<file path="config.mk">
export PLATFORM = sky130hd
export DESIGN_NAME = link_status_tx
export DESIGN_NICKNAME = d
export VERILOG_FILES = /design/src/rtl/link_status_tx.sv
export SDC_FILE = /design/constraint.sdc
export NUM_CORES = 1
export LEC_CHECK = 0
export ABC_AREA = 1
export CAP_MARGIN = 20
export CORE_MARGIN = 2
export CORE_UTILIZATION = 32
export DETAILED_ROUTE_END_ITERATION = 16
export GPL_TIMING_DRIVEN = 0
export PLACE_DENSITY = 0.51
export SYNTH_ARGS = -nofsm -noshare
export SYNTH_HDL_FRONTEND = slang
export SYNTH_SLANG_ARGS = --single-unit
</file>
<file path="constraint.sdc">
create_clock -name clk -period 5.95 [get_ports clk]
set_input_delay 0.8925 -clock clk [delete_from_list [all_inputs] [get_ports clk]]
set_output_delay 0.8925 -clock clk [all_outputs]
set_load 0.005 [all_outputs]
</file>
<file path="src/rtl/link_status_tx.sv">
// Host-bound status reporter: counts sample-path events and emits 9-byte
// status packets (sync, seq, flags, counters, XOR checksum) over the FT245 TX path.
module link_status_tx #(
  parameter int unsigned REPORT_PERIOD = 128000000,
  parameter logic [7:0]  SYNC_BYTE     = 8'hA5
) (
  input  logic       clk,
  input  logic       rst,
  input  logic       rx_valid_si,
  input  logic       fifo_full,
  input  logic       fifo_empty,
  input  logic       read_sample,
  input  logic       report_req,
  output logic [7:0] tx_data_si,
  output logic       tx_valid_si,
  input  logic       tx_ready_si,
  output logic       busy
);

  localparam int unsigned   TW = (REPORT_PERIOD > 1) ? $clog2(REPORT_PERIOD) : 1;
  localparam logic [TW-1:0] TC = TW'(REPORT_PERIOD - 1);

  typedef enum logic {IDLE, SEND} state_t;

  state_t          state_q, state_d;
  logic [3:0]      idx_q, idx_d;
  logic [8:0][7:0] pkt_q, pkt_d;
  logic [7:0]      seq_q, seq_d;
  logic [TW-1:0]   timer_q, timer_d;
  logic            pending_q, pending_d;
  logic            empty_prev_q, empty_prev_d;
  logic [15:0]     wr_cnt_q, wr_cnt_d;
  logic [15:0]     rd_cnt_q, rd_cnt_d;
  logic [15:0]     ovf_cnt_q, ovf_cnt_d;
  logic [7:0]      und_cnt_q, und_cnt_d;
  logic            tx_valid_q, tx_valid_d;
  logic [7:0]      tx_data_q, tx_data_d;

  logic       snap, acc, tc;
  logic       ev_wr, ev_rd, ev_ovf, ev_und;
  logic [7:0] flags, csum;

  always_ff @(posedge clk or posedge rst) begin
    if (rst) begin
      state_q      <= IDLE;
      idx_q        <= '0;
      pkt_q        <= '0;
      seq_q        <= '0;
      timer_q      <= '0;
      pending_q    <= 1'b0;
      empty_prev_q <= 1'b1;
      wr_cnt_q     <= '0;
      rd_cnt_q     <= '0;
      ovf_cnt_q    <= '0;
      und_cnt_q    <= '0;
      tx_valid_q   <= 1'b0;
      tx_data_q    <= '0;
    end else begin
      state_q      <= state_d;
      idx_q        <= idx_d;
      pkt_q        <= pkt_d;
      seq_q        <= seq_d;
      timer_q      <= timer_d;
      pending_q    <= pending_d;
      empty_prev_q <= empty_prev_d;
      wr_cnt_q     <= wr_cnt_d;
      rd_cnt_q     <= rd_cnt_d;
      ovf_cnt_q    <= ovf_cnt_d;
      und_cnt_q    <= und_cnt_d;
      tx_valid_q   <= tx_valid_d;
      tx_data_q    <= tx_data_d;
    end
  end

  // Counters and trigger logic run in every state; the snapshot cycle restarts
  // the counters with that cycle's event so nothing is lost or counted twice.
  always_comb begin
    snap         = (state_q == IDLE) && pending_q;
    acc          = tx_valid_q && tx_ready_si;
    tc           = (timer_q == TC);
    timer_d      = tc ? '0 : timer_q + TW'(1);
    pending_d    = snap ? 1'b0 : (pending_q | tc | report_req);
    empty_prev_d = fifo_empty;

    ev_wr  = rx_valid_si & ~fifo_full;
    ev_ovf = rx_valid_si & fifo_full;
    ev_rd  = read_sample;
    ev_und = fifo_empty & ~empty_prev_q;

    if (snap) begin
      wr_cnt_d  = {15'd0, ev_wr};
      rd_cnt_d  = {15'd0, ev_rd};
      ovf_cnt_d = {15'd0, ev_ovf};
      und_cnt_d = {7'd0, ev_und};
    end else begin
      wr_cnt_d  = wr_cnt_q + {15'd0, ev_wr};
      rd_cnt_d  = rd_cnt_q + {15'd0, ev_rd};
      ovf_cnt_d = (ovf_cnt_q == 16'hFFFF) ? ovf_cnt_q : ovf_cnt_q + {15'd0, ev_ovf};
      und_cnt_d = (und_cnt_q == 8'hFF) ? und_cnt_q : und_cnt_q + {7'd0, ev_und};
    end

    flags = {6'b0, fifo_full, fifo_empty};
    csum  = SYNC_BYTE ^ seq_q ^ flags ^ rd_cnt_q[15:8] ^ rd_cnt_q[7:0]
          ^ ovf_cnt_q[15:8] ^ ovf_cnt_q[7:0] ^ und_cnt_q;
  end

  always_comb begin
    state_d    = state_q;
    idx_d      = idx_q;
    pkt_d      = pkt_q;
    seq_d      = seq_q;
    tx_valid_d = tx_valid_q;
    tx_data_d  = tx_data_q;
    case (state_q)
      IDLE: begin
        if (pending_q) begin
          state_d    = SEND;
          idx_d      = '0;
          pkt_d      = {csum, und_cnt_q, ovf_cnt_q[7:0], ovf_cnt_q[15:8],
                        rd_cnt_q[7:0], rd_cnt_q[15:8], flags, seq_q, SYNC_BYTE};
          tx_valid_d = 1'b1;
          tx_data_d  = SYNC_BYTE;
        end
      end
      SEND: begin
        if (acc) begin
          if (idx_q == 4'd8) begin
            state_d    = IDLE;
            tx_valid_d = 1'b0;
            tx_data_d  = '0;
            seq_d      = seq_q + 8'd1;
          end else begin
            idx_d     = idx_q + 4'd1;
            tx_data_d = pkt_q[idx_q + 4'd1];
          end
        end
      end
      default: state_d = IDLE;
    endcase
  end

  assign tx_valid_si = tx_valid_q;
  assign tx_data_si  = tx_data_q;
  assign busy        = (state_q == SEND) || snap;

endmodule

</file>
==> results by group <==
Run status
  • Status: finished, final reports clean

Detailed routing
  • WL final: 22.72 mm
  • Residual DRC: 0
  • Drt first pass iters: 5
  • Wirelength per Cell: between 15 and 20 um
  • Via Count: between 6000 and 7000
  • Antenna Nets Post-Route: 0
  • Vias per cell: 4.698
  • Initial DRC Count: 424

Placed design
  • IO buf count: 17
  • DP Wirelength: 17.32 mm
  • GPL Wtd Cong: 0.8402
  • Dpl ws: 3.154 ns

Synth
  • Primary FF master, synth: dfrtp_1
  • Post-Synthesis Cells: 1094
  • Syn Std Cell Area: 8187 sq um
  • Distinct cells, synth: 31
  • Yosys reg bits: 150
  • Mean Syn Cell Area: 7.483 sq um
  • Syn Nets: 1112
  • Post-synth EDFFs: 0
  • Ys Warns: 0
  • Sequential fraction of the synthesis area: 0.4587
  • Ys async rst share: 1.000

Clocking
  • Clk Latency, worst-skew pair: 0.43 ns
  • CTS tree: yes
  • Post_cts resized: 0
  • CTS Buf Count: 17
  • H-tree depth: 4
  • Setup Fix Bufs, Post-CTS: 0
  • Hold_buf cts: 0
  • CTS Root Cell: clkbuf_16
  • CTS clk-pin slew, worst paths: about 0.06 ns
  • # clock sinks: 150
  • CTS max path bufs: 2

GRT
  • GRT overflow: 0
  • GRT Total Usage: 0.1825
  • Vias in the first global route: roughly 6800
  • First-pass GRT wire length: approximately 37 mm
  • Largest net degree at the start of global routing: 90
  • Initial antenna violation count: 0

STA
  • Sum Neg Setup Slack: 0 ns
  • RSZ-0062 raised after global routing: no
  • Setup violators final: 0
  • Worst Clk Skew: between 0.01 and 0.015 ns
  • Final WS setup: approximately 3.5 ns
  • Worst-Margin Slew: 0.7089 ns
  • Relative slew slack: 0.5274
  • Final min period: 2.452 ns
  • Fmax: 0.4078 GHz
  • Slew Limit Fails: 0
  • Final Cycle Share: 0.4121
  • Final Hold Vio Count: 0
  • Hold Slack: 0.4728 ns

Setup path
  • FF-to-FF Start: idx_q[0]
  • Reg-to-Reg End: tx_data_si[2]
  • CP endpoint: tx_data_si[2]
  • Crit path required time: 6.31 ns
  • Reg2reg setup slack: 3.50 ns
  • Path depth of the worst reg2reg path: 14
  • Nature of the critical path endpoint: flip-flop
  • CP startpoint: idx_q[0]
  • Critical Path Start Type: flip-flop
  • Crit Path Class: flip-flop to flip-flop
  • CP arrival: 2.81 ns
  • Critical path peak fanout: 10

Finish
  • Ratio of cells with drive above 1 in the final layout: 0.06731
  • Antenna diode count: 0
  • Area Overhead vs Synth: 15.27%
  • Most frequent cells in the layout: nand2_1, dfrtp_1, nor2_1, inv_1, nand3_1
  • Commonest non-fill, non-tap cell in the layout: nand2_1
  • Final #Nets: roughly 1100

Job
  • Max-cap violation count: 0

Floorplan
  • Die H: about 160 um
  • Io pins: 18
  • DIE AREA: 26880 sq um
  • Starting Density: 0.3251
  • Die X: 163.9 um
  • CORE AREA: 25180 sq um
  • Row count: 58

Power and ir drop
  • Net switching power: approximately 0.0019 W
  • Seq pwr share: 0.366
  • Cell-internal power: 0.002701 W
  • Static Leakage: 4.661 nW
  • Maximum vdd drop: around 0.17 mV
  • Pwr per Cell Area: 489.0 nW/um^2
  • Switching power share of the total: 0.4148
  • Comb pwr share: 0.382
  • Clock Power Share: 0.252

Min path
  • Hold WC Path Type: flip-flop to flip-flop
==> Yosys cell counts, types with 2 or more instances <==
cell      count  area (sq um)
nand2_1     360          1351
dfrtp_1     149          3729
nor2_1      117         439.2
inv_1       107         401.6
nand3_1      82         410.4
o21ai_0      64         320.3
xor2_1       48         420.4
nor3_1       27         135.1
xnor2_1      24         210.2
nand4_1      21         131.4
clkbuf_1     17         63.81
a21oi_1      13         65.06
inv_2        12         45.04
buf_2        11         55.05
ha_1         10         125.1
nand2_2       5         31.28
or2_2         4         25.02
buf_1         3         11.26
nor2_2        3         18.77
nor3_4        3         48.80
o22ai_1       3         18.77
a31oi_1       2         12.51
==> stage by stage <==
stage | total power, W | utilization | area (sq um) | std cells
after CTS | 0.004654 | 0.3747 | 9437 | 1474
after global routing | 0.004995 | 0.3747 | 9437 | 1474
final | 0.004615 | 0.3747 | 9437 | 1474
after global placement | 0.003445 | 0.3483 | 8770 | 1441
after detailed placement | 0.003466 | 0.3496 | 8805 | 1442
after floorplan | 0.002875 | - | 8187 | 1094
==> per-layer routing <==
metal	global-route usage	vias to the layer above	share of wire	routed length, um
met5	0	-	0	0
met4	0.06619	0	0.021	488
met3	0.02753	32	0.030	683
met2	0.2960	138	0.47	10740
met1	0.2475	3239	0.48	10810
li1	-	3516	-	-
==> cell families after synthesis <==
group	synth area share
buf+inv	0.07275
fa+ha+maj	0.01528
simple gates	0.3248
xor+xnor	0.07703
flops	0.4587
compound gates	0.05150
==> flip-flops by register name (all words and copies together), names as in the netlist <==
| name | cells |
|---|---|
| pkt_q | 59 |
| timer_q | 27 |
| ovf_cnt_q | 16 |
| rd_cnt_q | 16 |
| seq_q | 8 |
| tx_data_si | 8 |
| und_cnt_q | 8 |
| idx_q | 4 |
| empty_prev_q | 1 |
| pending_q | 1 |
| state_q | 1 |
| tx_valid_si | 1 |
==> how the worst min path moves through the flow <==
stage                              from             to  cells after the start
after floorplan               pkt_q[25]      pkt_q[25]                      2
after global placement    tx_data_si[2]  tx_data_si[2]                      2
after detailed placement  tx_data_si[0]  tx_data_si[0]                      2
after CTS                 tx_data_si[0]  tx_data_si[0]                      2
after global routing      tx_data_si[1]  tx_data_si[1]                      2
final                     tx_data_si[0]  tx_data_si[0]                      2
==> critical path, cell delays in order (launching register included) <==
cell	delay, ns
dfrtp_1	0.38
buf_2	0.18
inv_2	0.09
buf_2	0.23
ha_1	0.26
buf_2	0.18
nor2_1	0.45
nand2_1	0.10
nand2_1	0.09
nor2_1	0.05
nor2_1	0.13
nand2_1	0.09
nand2_1	0.06
nand2_1	0.05
nand2_1	0.05
==> power by group through the flow <==
stage          combinational [W]  sequential, W  clock (W)
4_1_cts                  0.00177        0.00169    0.00119
2_1_floorplan            0.00131        0.00157          0
3_5_place_dp             0.00177        0.00170          0
3_3_place_gp             0.00175        0.00170          0
6_report                 0.00176        0.00169    0.00116
5_1_grt                  0.00203        0.00173    0.00124
==> cell type report <==
| class | count | area [sq um] |
|---|---|---|
| fill | 2641 | 15750 |
| multi-input combinational | 792 | 3836 |
| sequential | 150 | 3755 |
| clock buffer | 21 | 460.4 |
| inverter | 119 | 454.2 |
| tap | 330 | 412.9 |
| timing repair buffer | 18 | 197.7 |
| clock inverter | 11 | 171.4 |
| buffer | 33 | 148.9 |
Note: power is estimated with default switching activity, not from simulation.
